### src/rtl/spi_slave_module_pkg.sv
// Shared constants and state encoding for the SPI mode-0 responder.
package spi_slave_module_pkg;
  localparam int         SPI_DATA_W        = 8;
  localparam logic [7:0] SPI_UNDERRUN_BYTE = 8'h00;
  localparam int         SPI_MIN_SYNC      = 2;

  typedef enum logic {
    ST_IDLE   = 1'b0,
    ST_ACTIVE = 1'b1
  } spi_state_t;
endpackage

### src/rtl/spi_slave_module_if.sv
// Pin-side and host-side signals of the SPI responder, grouped for port passing.
interface spi_slave_module_if
  import spi_slave_module_pkg::*;
#(
  parameter int DATA_W = SPI_DATA_W
);
  logic              I_spi_sck;
  logic              I_spi_cs;
  logic              I_spi_mosi;
  logic              O_spi_miso;
  logic              O_spi_miso_oe;
  logic [DATA_W-1:0] I_tx_data;
  logic              I_tx_valid;
  logic              O_tx_ready;
  logic [DATA_W-1:0] O_rx_data;
  logic              O_rx_valid;
  logic              O_tx_underrun;
  logic              O_frame_err;
  logic              O_busy;

  modport slave (
    input  I_spi_sck, I_spi_cs, I_spi_mosi, I_tx_data, I_tx_valid,
    output O_spi_miso, O_spi_miso_oe, O_tx_ready, O_rx_data, O_rx_valid,
           O_tx_underrun, O_frame_err, O_busy
  );

  modport master (
    output I_spi_sck, I_spi_cs, I_spi_mosi, I_tx_data, I_tx_valid,
    input  O_spi_miso, O_spi_miso_oe, O_tx_ready, O_rx_data, O_rx_valid,
           O_tx_underrun, O_frame_err, O_busy
  );
endinterface

### src/rtl/spi_slave_module_sync_edge.sv
// Multi-stage synchroniser for one SPI pin with rise/fall strobes.
module spi_slave_module_sync_edge
  import spi_slave_module_pkg::*;
#(
  parameter int   STAGES  = SPI_MIN_SYNC,
  parameter logic RST_VAL = 1'b0
) (
  input  logic clk,
  input  logic rst_n,
  input  logic i_pin,
  output logic o_level,
  output logic o_rise,
  output logic o_fall
);
  logic [STAGES-1:0] r_sync;
  logic              r_dly;

  always_ff @(posedge clk or negedge rst_n) begin
    if (!rst_n) begin
      r_sync <= {STAGES{RST_VAL}};
      r_dly  <= RST_VAL;
    end else begin
      r_sync <= {r_sync[STAGES-2:0], i_pin};
      r_dly  <= r_sync[STAGES-1];
    end
  end

  assign o_level = r_sync[STAGES-1];
  assign o_rise  = r_sync[STAGES-1] & ~r_dly;
  assign o_fall  = ~r_sync[STAGES-1] & r_dly;
endmodule

### src/rtl/spi_slave_module.sv
// SPI mode-0 responder: oversampled pins, MSB-first RX deserialiser and
// single-entry buffered TX serialiser sharing one bit counter.
module spi_slave_module
  import spi_slave_module_pkg::*;
#(
  parameter int              DATA_W        = SPI_DATA_W,
  parameter int              SYNC_STAGES   = 2,
  parameter logic [DATA_W-1:0] UNDERRUN_BYTE = DATA_W'(SPI_UNDERRUN_BYTE)
) (
  input  logic                clk,
  input  logic                rst_n,
  spi_slave_module_if.slave   sif
);
  localparam int SYNC_N = (SYNC_STAGES < SPI_MIN_SYNC) ? SPI_MIN_SYNC : SYNC_STAGES;
  localparam int CNT_W  = $clog2(DATA_W);

  logic w_sck_lvl_unused, w_sck_rise, w_sck_fall;
  logic w_cs, w_cs_rise, w_cs_fall;
  logic w_mosi, w_mosi_rise_unused, w_mosi_fall_unused;

  spi_slave_module_sync_edge #(.STAGES(SYNC_N), .RST_VAL(1'b0)) u_sck (
    .clk(clk), .rst_n(rst_n), .i_pin(sif.I_spi_sck),
    .o_level(w_sck_lvl_unused), .o_rise(w_sck_rise), .o_fall(w_sck_fall)
  );
  spi_slave_module_sync_edge #(.STAGES(SYNC_N), .RST_VAL(1'b1)) u_cs (
    .clk(clk), .rst_n(rst_n), .i_pin(sif.I_spi_cs),
    .o_level(w_cs), .o_rise(w_cs_rise), .o_fall(w_cs_fall)
  );
  spi_slave_module_sync_edge #(.STAGES(SYNC_N), .RST_VAL(1'b0)) u_mosi (
    .clk(clk), .rst_n(rst_n), .i_pin(sif.I_spi_mosi),
    .o_level(w_mosi), .o_rise(w_mosi_rise_unused), .o_fall(w_mosi_fall_unused)
  );

  spi_state_t        r_state;
  logic [CNT_W-1:0]  r_bit_cnt;
  logic [DATA_W-2:0] r_rx_shift;
  logic [DATA_W-1:0] r_tx_shift;
  logic [DATA_W-1:0] r_tx_buf;
  logic              r_tx_full;
  logic [DATA_W-1:0] r_rx_data;
  logic              r_rx_valid;
  logic              r_underrun;
  logic              r_frame_err;

  logic w_accept, w_reload, w_cnt_last, w_cnt_zero;

  assign w_cnt_last = (r_bit_cnt == CNT_W'(DATA_W-1));
  assign w_cnt_zero = (r_bit_cnt == '0);
  assign w_accept   = sif.I_tx_valid & ~r_tx_full;
  // Reload at frame start, and at each byte boundary fall unless CS is leaving.
  assign w_reload   = ((r_state == ST_IDLE) & w_cs_fall) |
                      ((r_state == ST_ACTIVE) & ~w_cs_rise & w_sck_fall & w_cnt_zero);

  always_ff @(posedge clk or negedge rst_n) begin
    if (!rst_n) begin
      r_state     <= ST_IDLE;
      r_bit_cnt   <= '0;
      r_rx_shift  <= '0;
      r_tx_shift  <= UNDERRUN_BYTE;
      r_tx_buf    <= '0;
      r_tx_full   <= 1'b0;
      r_rx_data   <= '0;
      r_rx_valid  <= 1'b0;
      r_underrun  <= 1'b0;
      r_frame_err <= 1'b0;
    end else begin
      r_rx_valid  <= 1'b0;
      r_underrun  <= 1'b0;
      r_frame_err <= 1'b0;

      if (w_reload) begin
        if (r_tx_full) begin
          r_tx_shift <= r_tx_buf;
          r_tx_full  <= 1'b0;
        end else begin
          r_tx_shift <= UNDERRUN_BYTE;
          r_underrun <= 1'b1;
        end
      end

      // A reload from a full buffer never coincides with an accept (ready is low).
      if (w_accept) begin
        r_tx_buf  <= sif.I_tx_data;
        r_tx_full <= 1'b1;
      end

      case (r_state)
        ST_IDLE: begin
          if (w_cs_fall) begin
            r_state   <= ST_ACTIVE;
            r_bit_cnt <= '0;
          end
        end
        ST_ACTIVE: begin
          if (w_cs_rise) begin
            r_state   <= ST_IDLE;
            r_bit_cnt <= '0;
            if (!w_cnt_zero) r_frame_err <= 1'b1;
          end else begin
            if (w_sck_rise) begin
              r_rx_shift <= {r_rx_shift[DATA_W-3:0], w_mosi};
              if (w_cnt_last) begin
                r_rx_data  <= {r_rx_shift, w_mosi};
                r_rx_valid <= 1'b1;
                r_bit_cnt  <= '0;
              end else begin
                r_bit_cnt  <= r_bit_cnt + 1'b1;
              end
            end
            if (w_sck_fall && !w_cnt_zero) r_tx_shift <= {r_tx_shift[DATA_W-2:0], 1'b0};
          end
        end
        default: r_state <= ST_IDLE;
      endcase
    end
  end

  assign sif.O_spi_miso    = (r_state == ST_ACTIVE) & r_tx_shift[DATA_W-1];
  assign sif.O_spi_miso_oe = (r_state == ST_ACTIVE);
  assign sif.O_tx_ready    = ~r_tx_full;
  assign sif.O_rx_data     = r_rx_data;
  assign sif.O_rx_valid    = r_rx_valid;
  assign sif.O_tx_underrun = r_underrun;
  assign sif.O_frame_err   = r_frame_err;
  assign sif.O_busy        = ~w_cs;
endmodule

### src/flat_wrapper.sv
// flat-port wrapper written by rule: the top's interface ports become plain ports
module spi_slave_module_flat import spi_slave_module_pkg::*;
#(
  parameter int              DATA_W        = SPI_DATA_W,
  parameter int              SYNC_STAGES   = 2,
  parameter logic [DATA_W-1:0] UNDERRUN_BYTE = DATA_W'(SPI_UNDERRUN_BYTE)
)
  (clk, rst_n, sif_I_spi_sck, sif_I_spi_cs, sif_I_spi_mosi, sif_I_tx_data, sif_I_tx_valid, sif_O_spi_miso, sif_O_spi_miso_oe, sif_O_tx_ready, sif_O_rx_data, sif_O_rx_valid, sif_O_tx_underrun, sif_O_frame_err, sif_O_busy);
  spi_slave_module_if #(.DATA_W(DATA_W)) sif_i ();
  input  logic clk;
  input  logic rst_n;
  input wire logic [$bits(sif_i.I_spi_sck)-1:0] sif_I_spi_sck;
  input wire logic [$bits(sif_i.I_spi_cs)-1:0] sif_I_spi_cs;
  input wire logic [$bits(sif_i.I_spi_mosi)-1:0] sif_I_spi_mosi;
  input wire logic [$bits(sif_i.I_tx_data)-1:0] sif_I_tx_data;
  input wire logic [$bits(sif_i.I_tx_valid)-1:0] sif_I_tx_valid;
  output wire logic [$bits(sif_i.O_spi_miso)-1:0] sif_O_spi_miso;
  output wire logic [$bits(sif_i.O_spi_miso_oe)-1:0] sif_O_spi_miso_oe;
  output wire logic [$bits(sif_i.O_tx_ready)-1:0] sif_O_tx_ready;
  output wire logic [$bits(sif_i.O_rx_data)-1:0] sif_O_rx_data;
  output wire logic [$bits(sif_i.O_rx_valid)-1:0] sif_O_rx_valid;
  output wire logic [$bits(sif_i.O_tx_underrun)-1:0] sif_O_tx_underrun;
  output wire logic [$bits(sif_i.O_frame_err)-1:0] sif_O_frame_err;
  output wire logic [$bits(sif_i.O_busy)-1:0] sif_O_busy;
  assign sif_i.I_spi_sck = sif_I_spi_sck;
  assign sif_i.I_spi_cs = sif_I_spi_cs;
  assign sif_i.I_spi_mosi = sif_I_spi_mosi;
  assign sif_i.I_tx_data = sif_I_tx_data;
  assign sif_i.I_tx_valid = sif_I_tx_valid;
  assign sif_O_spi_miso = sif_i.O_spi_miso;
  assign sif_O_spi_miso_oe = sif_i.O_spi_miso_oe;
  assign sif_O_tx_ready = sif_i.O_tx_ready;
  assign sif_O_rx_data = sif_i.O_rx_data;
  assign sif_O_rx_valid = sif_i.O_rx_valid;
  assign sif_O_tx_underrun = sif_i.O_tx_underrun;
  assign sif_O_frame_err = sif_i.O_frame_err;
  assign sif_O_busy = sif_i.O_busy;
  spi_slave_module #(.DATA_W(DATA_W), .SYNC_STAGES(SYNC_STAGES), .UNDERRUN_BYTE(UNDERRUN_BYTE)) u_core (.clk(clk), .rst_n(rst_n), .sif(sif_i));
endmodule
### config.mk
export PLATFORM = sky130hd
export DESIGN_NAME = spi_slave_module_flat
export DESIGN_NICKNAME = d
export VERILOG_FILES = /design/src/rtl/spi_slave_module_pkg.sv /design/src/rtl/spi_slave_module_if.sv /design/src/rtl/spi_slave_module_sync_edge.sv /design/src/rtl/spi_slave_module.sv /design/src/flat_wrapper.sv
export SDC_FILE = /design/constraint.sdc
export NUM_CORES = 1
export LEC_CHECK = 0
export CAP_MARGIN = 20
export CORE_UTILIZATION = 53
export DETAILED_ROUTE_END_ITERATION = 16
export PLACE_DENSITY_LB_ADDON = 0.12
export SETUP_SLACK_MARGIN = 0.2
export SYNTH_ARGS = -nofsm -noshare
export SYNTH_HDL_FRONTEND = slang
export SYNTH_SLANG_ARGS = --single-unit
### constraint.sdc
create_clock -name clk -period 1.7 [get_ports clk]
set_input_delay 0.34 -clock clk [delete_from_list [all_inputs] [get_ports clk]]
set_output_delay 0.34 -clock clk [all_outputs]
set_load 0.01 [all_outputs]
# == Yosys cells after proc, flatten, opt, wreduce, memory -nomap -nowiden ==
# Index checks and enable logic that the tools add are counted.
# Widths: inputs -> output; s select.
# word_totals
ff_bits,47
out_inout_bits,15
elab_cells,68
# classes
n_eq_ne,3
n_bitwise,18
n_addsub,1
n_mux,24
reduce_logical,7
# ops
cell,count
$mux 8,5
$mux 1,13
$mux 3,4
$and 1x1->1,10
$not 1->1,7
$pmux 3 s2,1
$reduce_and 4->1,1
$add 3x1->3 const B,1
$eq 3x3->1 const B,1
$logic_not 3->1,1
$ne 3x2->1 const B,1
$reduce_and 3->1,1
$ne 2x1->1 const B,1
$pmux 1 s2,1
$reduce_and 2->1,1
$reduce_bool 2->1,1
$logic_and 1x1->1,1
$logic_not 1->1,1
$or 1x1->1,1

# == Longest topological paths before layout ==
# Gate-level depths: netlist of the first run.
# depth
word_depth,11
mapped_depth,7
mapped_depth_nobuf,6

# == Modules after synthesis ==
# From an unflattened synthesis of the first run, not the netlist that was laid out.
# unflattened
hier_cells,147
area_unflattened_um2,1950.6
# modules_own_cells
mod,seq_area_each_um2,cells_per_inst,n_inst,area_per_inst_um2
spi_slave_module,975.9,132,1,1676.6
spi_slave_module_sync_edge (u_core.u_mosi ...),75.1,5,2,90.1
spi_slave_module_sync_edge (u_core.u_cs),78.8,5,1,93.8

# == Least setup slack after synthesis of the first run ==
# OpenSTA, ideal clock, no wires.
# synth_path
path_type,flip-flop to flip-flop
startpoint,register u_core.u_cs.r_dly
endpoint,"register u_core.r_rx_data[0], in the netlist u_core.sif.O_rx_data[0]"
slack_ns,0.164
path_buffers,0
path_stages_with_launch,5
arrival_time_ns,1.411
path_cell_list,dfstp_2 nand2b_2 nor3b_4 nand2_4 mux2_2
# synth_via
elab_chain_len,4
# synth_lines
item,line_no,rtl
"start, declared",spi_slave_module_sync_edge.sv:16,logic r_dly;
"start signal, assigned",spi_slave_module_sync_edge.sv:24,r_dly <= r_sync[STAGES-1];
$not 1->1,spi_slave_module_sync_edge.sv:29,assign o_rise = r_sync[STAGES-1] & ~r_dly;
$and 1x1->1,spi_slave_module_sync_edge.sv:29,
$not 1->1,n/a,
$reduce_and 4->1 (no source line),n/a,
"end signal, assigned",spi_slave_module.sv:103,"r_rx_data <= {r_rx_shift, w_mosi};"
"end, declared",spi_slave_module.sv:40,logic [DATA_W-1:0] r_rx_data;
# Every way passes these cells.
# A chain may end at the register's enable or synchronous reset.

# == Worst setup path after layout of the first run ==
# layout_path
startpoint,register u_core.u_cs.r_dly
endpoint,register u_core.r_tx_shift[4]
# layout_via
elab_chain_len,11
# layout_lines
item,line_no,rtl
$not 1->1,spi_slave_module_sync_edge.sv:29,
$and 1x1->1,spi_slave_module_sync_edge.sv:29,
$not 1->1,spi_slave_module.sv:52,((r_state == ST_ACTIVE) & ~w_cs_rise & w_sck_fall & w_cnt_zero);
$and 1x1->1 (3 in a row),spi_slave_module.sv:52,
$or 1x1->1,spi_slave_module.sv:51,assign w_reload = ((r_state == ST_IDLE) & w_cs_fall) |
$mux 8,spi_slave_module.sv:71,if (w_reload) begin
$mux 8,spi_slave_module.sv:110,"if (w_sck_fall && !w_cnt_zero) r_tx_shift <= {r_tx_shift[DATA_W-2:0], 1'b0};"
$mux 8,spi_slave_module.sv:95,if (w_cs_rise) begin
$mux 8 *,spi_slave_module.sv:87,case (r_state)
"end signal, assigned",spi_slave_module.sv:73,r_tx_shift <= r_tx_buf;
"end signal, assigned",spi_slave_module.sv:110,
"end, declared",spi_slave_module.sv:37,logic [DATA_W-1:0] r_tx_shift;
# Mark *: on every way between the ends. The rest lies on a longest branch, timed or not.

==> results of run 1 <==
-- worst max-delay path, delay by kind of cell (launching register included) --
kind	cells	cell delay (ns)
DFF	1	0.57
and+or+nand+nor	2	0.56
buffers and inverters	1	0.16
AOI/OAI and AO/OA	2	0.20
-- per-layer routing --
metal | GRT usage (%) | up-vias
met5 | 0 | -
met4 | 5.81 | 0
met3 | 5.70 | 2
met2 | 34.8 | 29
met1 | 22.6 | 638
li1 | - | 647
-- report_power, final --
part / switching, W / leakage (nW) / internal [W]
registers: 0.000161 / 0.592 / 0.00137
logic: 0.000363 / 0.625 / 0.000353
clock network: 0.000372 / 0.0278 / 0.000166
-- per-stage QoR --
stage | instance area [µm²] | hold slack [ns] | cells
finish | 2490 | 0.365 | 258
global route | 2490 | 0.354 | 258
CTS | 2450 | 0.364 | 257
global placement | 2290 | 0.334 | 240
floorplan | 1930 | 0.0444 | 167
detailed placement | 2290 | 0.340 | 240
-- how the worst min path moves through the flow --
stage | end | slack, ns | depth (start not counted)
final | u_core.u_cs.r_sync[1]$_DFF_PN1_ | 0.36 | 0
after global routing | u_core.u_cs.r_sync[0]$_DFF_PN1_ | 0.35 | 1
after CTS | u_core.u_cs.r_sync[0]$_DFF_PN1_ | 0.36 | 1
after detailed placement | u_core.u_sck.r_sync[1]$_DFF_PN0_ | 0.34 | 0
after global placement | u_core.u_sck.r_sync[1]$_DFF_PN0_ | 0.33 | 0
after floorplan | u_core.r_bit_cnt[0]$_DFFE_PN0P_ | 0.04 | 0
-- state kept, by name (all words and copies together) (netlist names) --
register and flops:
u_core.r_tx_shift 8, u_core.u_mosi.r_sync 2, u_core.sif.O_rx_data 8, u_core.sif.O_frame_err 1, u_core.u_cs.r_dly 1, u_core.u_sck.r_dly 1, u_core.sif.O_tx_underrun 1, u_core.r_rx_shift 7
u_core.sif.O_spi_miso_oe 1, u_core.u_sck.r_sync 2, u_core.u_cs.r_sync 2, u_core.sif.O_rx_valid 1, u_core.r_tx_full 1, u_core.r_tx_buf 8, u_core.r_bit_cnt 3
-- kinds of logic after synthesis --
| kind of cell | count (synthesis) | share of synthesized area (%) |
|---|---|---|
| AO/OA/AOI/OAI | 26 | 8.45 |
| flip-flops | 47 | 61.3 |
| multiplexers | 17 | 9.94 |
| adder cells (fa/ha/maj) | 3 | 1.95 |
| buffers and inverters | 13 | 2.99 |
| AND/OR/NAND/NOR | 61 | 15.4 |
-- layout by cell type, fill, tap and decap left out, types with 3 or more instances in the layout --
cell type,netlist,routed
a211oi_2,0,5
a21oi_1,12,8
a21oi_2,0,4
buf_4,0,10
buf_6,1,3
clkbuf_4,0,5
clkdlybuf4s50_1,0,12
dfrtp_1,44,43
dfstp_2,3,3
dlygate4sd2_1,0,12
ha_1,3,3
inv_1,5,5
mux2_2,17,17
nand2_1,30,30
nor2_1,14,10
nor2_2,0,3
-- final cells by class --
class | instances | share of cell area, %
sequential | 47 | 47.5
multi-input combinational | 107 | 30.6
timing repair buffer | 44 | 16.2
tap | 46 | 2.31
clock buffer | 5 | 1.51
clock inverter | 3 | 0.956
inverter | 6 | 0.905
-- what timing repair did --
item	CTS	global route
hold buffers	1	0
pin swaps	3	2
gates cloned	1	0
endpoints found under the setup margin	24	21
resized for setup	35	11
hold endpoints to repair	20	0
setup buffers	7	1
==> flow_summary_export.csv, run 1 <==
group,metric,value,unit
clock_tree,cts_made_buffers,5,
synthesis,netlist_top_cells_area,"dfrtp_1 (57%), mux2_2 (9.9%), nand2_1 (5.8%), dfstp_2 (4.1%), a21oi_1 (3.1%)",
synthesis,cell_type_with_the_highest_aggregate_area_in_the_netlist,"dfrtp_1",
synthesis,asyncSetResetFlopFracSynth,100,%
setup_path,ff_to_ff_end,"u_core.r_tx_shift[4]$_DFF_PN0_",
clock_tree,cts.reportedPaths.clkPinSlew,0.14,ns
clock_tree,clock-sinks,47,
sta,setup_total_negative_slack,0,ns
clock_tree,h-tree-depth,2,
synthesis,ys_top_cells_by_count,"dfrtp_1 (44), nand2_1 (30), mux2_2 (17), nor2_1 (14), a21oi_1 (12)",
power,report.power.total,0.00279,W
floorplanning,io_pins,29,
setup_path,max_stage_delay,0.57,ns
floorplanning,fp.coreArea,3420,µm²
outcome,result_of_the_run,"finished, final reports clean",
power,leakagePower,1.24,nW
global_route,grt_max_degree,25,
floorplanning,rows,21,
setup_path,worstRegToRegCells,5,
route,detailedRoute.firstIterationViolations,44,
sta,timing.final.hold_violations,0,
synthesis,mappedNetlistNets,184,
setup_path,startpoint,"u_core.u_cs.r_dly$_DFF_PN1_",
route,met1Wirelength,1.46,mm
sta,tightest_slew,0.541,ns
route,met2_wire_len,1.78,mm
cells_and_area,nets,228,
clock_tree,tritoncts_clock_tree,"done",
synthesis,synth-warning-count,0,
cells_and_area,antenna_diode_count,0,
cells_and_area,multi_input_comb_area,761,µm²
route,drt-total-wl,3.37,mm
setup_path,list_of_cells_traversed_by_the_critical_path,"or3b_4 > buf_8 > nor2_2 > a21oi_2 > a21oi_2",
route,route.detailed.drc,0,
cells_and_area,post_layout_util,72.8,%
setup_path,critical_path_class,"flop to flop",
cells_and_area,sequential_cell_area,1180,µm²
sta,rsz0062_at_grt,"yes",
synthesis,netlist_instances,167,
power,ir_worst_vdd,0.879,mV
global_route,grt_first_pass_wirelength,5.91,mm
sta,layout_worst_path_cycle_share,90.9,%
global_route,overflow,0,
cells_and_area,layout-area-overhead-vs-synth,29.2,%
clock_tree,ctsLongestPathBuffers,2,
cells_and_area,drive_above_1_share,32.1,%
job,timing.max_cap.violations,0,
setup_path,r2r_slack,0.15,ns
synthesis,number_of_synthesized_flops_with_an_enable_pin,0,
setup_path,worst-path-max-fanout,13,
place,detailedPlacementHpwl,2.37,mm
setup_path,critical_path.endpoint_type,"flop",
setup_path,r2r_start,"u_core.u_cs.r_dly$_DFF_PN1_",
synthesis,postSynthAreaPerCell,11.5,µm²
cells_and_area,fill_cells,242,
floorplanning,fp.dieW,62.3,µm
floorplanning,design.die.area,3880,µm²
sta,timing_max_transition_violations_final,0,
floorplanning,initial_utilization,56.4,%
global_route,grt_antenna_before_repair,0,
synthesis,postSynth.topFlopCell,"dfrtp_1",
synthesis,synth.top_cell.area_share,57.2,%
route,top_layer_used,"met4",
route,drt-wirelength-per-cell,13.1,µm
setup_path,required_time_of_the_critical_path,2.00,ns
place,preCtsSetupSlack,0.120,ns
clock_tree,clock_root_buffer_master,"clkbuf_4",
setup_path,worstSetupStartpointType,"flop",
floorplanning,die-height,62.3,µm
sta,setup_viol,0,
global_route,grt.total_usage,19.5,%
route,dr_wl_met3,111,µm
synthesis,post-synth-top-count-cell,"dfrtp_1",
synthesis,synth.ff_latch_count,47,
sta,finalWorstPathRequiredPeriod,1.55,ns
route,drt-pass1-iter-count,4,
sta,final.setup.worst_slack,0.154,ns
place,gpl_wtd_cong,0.717,
setup_path,critical-path-top-cell-by-count,"a21oi_2",
synthesis,synth.lib_cells_used.distinct,28,
sta,finalClockSkew,0.0176,ns
place,port_buffers,28,
global_route,grt_pass1_vias,1341,
route,via_per_inst,5.10,
sta,maxClockFrequency,647,MHz
min_path,startpoint_of_the_tightest_hold_check_path,"u_core.u_cs.r_sync[0]$_DFF_PN1_",
setup_path,crit_end,"u_core.r_tx_shift[4]$_DFF_PN0_",
route,final_antenna_net_count,0,
synthesis,netlist_area,1930,µm²
setup_path,cp_arrival,1.85,ns
min_path,hold_class,"flop to flop",
route,routed-via-count,1316,
sta,maxSlewHeadroom,63.9,%
clock_tree,clkLatencyLatePin,0.37,ns
setup_path,crit_slowest_cell,"dfstp_2",
power,power_density,1120,nW/µm²
synthesis,synth_sequential_area_ratio,61.3,%
(Power assumes the default switching activity.)
==> inputs of run 2 (changes only) <==
--- a/config.mk
+++ b/config.mk
@@ -6,10 +6,12 @@
 export NUM_CORES = 1
 export LEC_CHECK = 0
 export CAP_MARGIN = 20
+export CORE_ASPECT_RATIO = 1.2
 export CORE_UTILIZATION = 53
 export DETAILED_ROUTE_END_ITERATION = 16
 export PLACE_DENSITY_LB_ADDON = 0.12
 export SETUP_SLACK_MARGIN = 0.2
 export SYNTH_ARGS = -nofsm -noshare
 export SYNTH_HDL_FRONTEND = slang
+export SYNTH_HIERARCHICAL = 1
 export SYNTH_SLANG_ARGS = --single-unit
==> run 2 against run 1 <==
The run now ends with DRC left. Non-clock buffer count is the same. Clock skew shrank 0.0068 ns. Synthesized cell count shrank 14%. Critical path type unchanged. Critical endpoint is now u_core/r_tx_shift[1]$_DFF_PN0_. Largest power group unchanged. Highest routed layer unchanged.
==> flow_summary_export.csv, run 2 <==
group,metric,value,unit
clock_tree,tritoncts_clock_tree,"done",
place,gpl_wtd_cong,0.797,
route,drt-wirelength-per-cell,16.9,µm
setup_path,critical_path_class,"flop to flop",
sta,tightest_slew,0.559,ns
synthesis,postSynthAreaPerCell,13.3,µm²
cells_and_area,antenna_diode_count,0,
setup_path,critical_path.endpoint_type,"flop",
cells_and_area,mostFrequentLayoutCell,"dfrtp_1",
sta,fin_worst_hold_slack,0.0186,ns
outcome,failed_checks,"DRC",
floorplanning,rows,23,
route,final_antenna_net_count,0,
setup_path,cp_arrival,1.82,ns
power,power_density,1290,nW/µm²
floorplanning,design.die.area,3850,µm²
floorplanning,fp.coreArea,3400,µm²
sta,maxClockFrequency,624,MHz
synthesis,mappedNetlistNets,161,
sta,setup_viol,0,
cells_and_area,layout-area-overhead-vs-synth,34.3,%
clock_tree,cts_made_buffers,5,
setup_path,worst-path-max-fanout,8,
setup_path,startpoint,"u_core/r_bit_cnt[1]$_DFFE_PN0P_",
route,drt-total-wl,3.87,mm
route,detailedRoute.firstIterationViolations,51,
setup_path,ff_to_ff_end,"u_core/r_tx_shift[1]$_DFF_PN0_",
setup_path,crit_end,"u_core/r_tx_shift[1]$_DFF_PN0_",
route,via_per_inst,5.64,
power,leakagePower,1.28,nW
clock_tree,cts.reportedPaths.clkPinSlew,0.09,ns
place,detailedPlacementHpwl,2.44,mm
cells_and_area,most-common-layout-cells,"dfrtp_1 (44), buf_4 (14), dlygate4sd2_1 (13), mux2_4 (13), clkdlybuf4s50_1 (12)",
sta,setup_total_negative_slack,0,ns
sta,layout_worst_path_cycle_share,94.2,%
place,port_buffers,28,
global_route,use_met2,38.5,%
sta,finalClockSkew,0.0108,ns
clock_tree,clock-sinks,47,
route,drt-pass1-iter-count,10,
cells_and_area,post_layout_util,75.5,%
power,ir_worst_vdd,0.945,mV
setup_path,worstRegToRegCells,6,
route,route.detailed.drc,4,
power,switching_share_of_total_power,28.6,%
global_route,grt_max_degree,25,
synthesis,netlist_area,1910,µm²
setup_path,r2r_start,"u_core/r_bit_cnt[1]$_DFFE_PN0P_",
clock_tree,clock_root_buffer_master,"clkbuf_8",
setup_path,required_time_of_the_critical_path,1.92,ns
sta,timing.final.hold_violations,0,
setup_path,r2r_slack,0.1,ns
cells_and_area,drive_above_1_share,36.5,%
clock_tree,h-tree-depth,2,
power,switching_power,0.000944,W
job,timing.max_cap.violations,0,
global_route,grt_antenna_before_repair,0,
global_route,overflow,0,
floorplanning,io_pins,29,
clock_tree,clkLatencyLatePin,0.31,ns
global_route,grt_most_used_layer,"met2",
power,power.share.clock,24.5,%
power,report.power.total,0.00330,W
synthesis,synth-warning-count,6,
sta,rsz0062_at_grt,"yes",
floorplanning,fp.dieW,56.8,µm
global_route,grt_use_met3,6.32,%
cells_and_area,nets,208,
sta,finalWorstPathRequiredPeriod,1.60,ns
global_route,groute.layer.met1.usage,22.6,%
power,p_int,0.00236,W
route,routed-via-count,1291,
global_route,grt_first_pass_wirelength,5.82,mm
synthesis,netlist_instances,144,
min_path,hold_class,"input port to asynchronous set/reset pin",
outcome,result_of_the_run,"finished with violations",
power,power_frac_comb,26.4,%
floorplanning,die-height,67.8,µm
global_route,grt_pass1_vias,1275,
sta,maxSlewHeadroom,62.7,%
power,p_seq_share,49.1,%
sta,timing_max_transition_violations_final,0,
setup_path,worstSetupStartpointType,"flop",
global_route,grt.total_usage,21.1,%
floorplanning,initial_utilization,56.3,%
clock_tree,ctsLongestPathBuffers,2,
cells_and_area,fill_cells,240,
## run 2: cell types whose count changed in the layout (fill, tap and decap cells not counted), sizes merged, moves of 5 or more
cell	change
a211oi	-7
a31oi	+7
nand2	-18
a21oi	-11
nor2	-5
mux2	+6
nand3	+9
## run 2: timing repair
action                                  4_1_cts  5_1_grt
gates resized for setup                      24       21
gates cloned                                  1        0
hold buffers                                  0        0
setup buffers                                 4        7
pin swaps                                     6       18
endpoints found under the hold margin         0        0
endpoints found under the setup margin       39       28
## run 2: worst max-delay path, cell delays in order (launching register included)
cell and delay (ns):
dfrtp_1 0.41, inv_1 0.07, ha_2 0.20, nand2b_4 0.08, o32ai_4 0.41, nand3_1 0.14
a31oi_1 0.21
## run 2: area by class of cell
class / count / area (µm²) / share of cell area, %
flip-flops and latches: 47 / 1180 / 46.0
multi-input cells: 86 / 810 / 31.6
repair buffers: 44 / 390 / 15.2
clock buffers: 5 / 68.8 / 2.68
well taps: 37 / 46.3 / 1.80
clock inverters: 3 / 43.8 / 1.71
inverters: 7 / 26.3 / 1.02
## run 2: per-stage QoR
stage / std cells / instance area (µm²) / setup slack (ns)
final: 229 / 2560 / 0.0978
after global routing: 229 / 2560 / 0.0743
after CTS: 222 / 2430 / 0.123
after detailed placement: 209 / 2260 / 0.0384
after global placement: 209 / 2260 / 0.161
after floorplan: 144 / 1920 / 0.243
## run 2: per-layer routing
layer,vias to the layer above,part of all wire [%]
met5,-,0
met2,35,56
li1,592,-
met1,660,39
met4,0,1.3
met3,4,3.6
## run 2: how the worst min path moves through the flow
stage | cells after the start | start | end | slack, ns
floorplan | 0 | rst_n | u_core/r_bit_cnt[0]$_DFFE_PN0P_ | 0.04
global placement | 0 | u_core/u_mosi/r_sync[0]$_DFF_PN0_ | u_core/u_mosi/r_sync[1]$_DFF_PN0_ | 0.34
detailed placement | 0 | u_core/u_mosi/r_sync[0]$_DFF_PN0_ | u_core/u_mosi/r_sync[1]$_DFF_PN0_ | 0.34
CTS | 1 | rst_n | u_core/r_tx_shift[2]$_DFF_PN0_ | 0.02
global route | 1 | rst_n | u_core/r_tx_shift[2]$_DFF_PN0_ | 0.03
finish | 1 | rst_n | u_core/r_tx_shift[2]$_DFF_PN0_ | 0.02
## run 2: power groups by stage
| stage | sequential, W | combinational, W | clock, W |
|---|---|---|---|
| 3_3_place_gp | 0.00161 | 0.000654 | 0 |
| 6_report | 0.00162 | 0.000872 | 0.000808 |
| 3_5_place_dp | 0.00164 | 0.000700 | 0 |
| 2_1_floorplan | 0.00157 | 0.000494 | 0 |
| 5_1_grt | 0.00165 | 0.000945 | 0.000881 |
| 4_1_cts | 0.00161 | 0.000727 | 0.000835 |
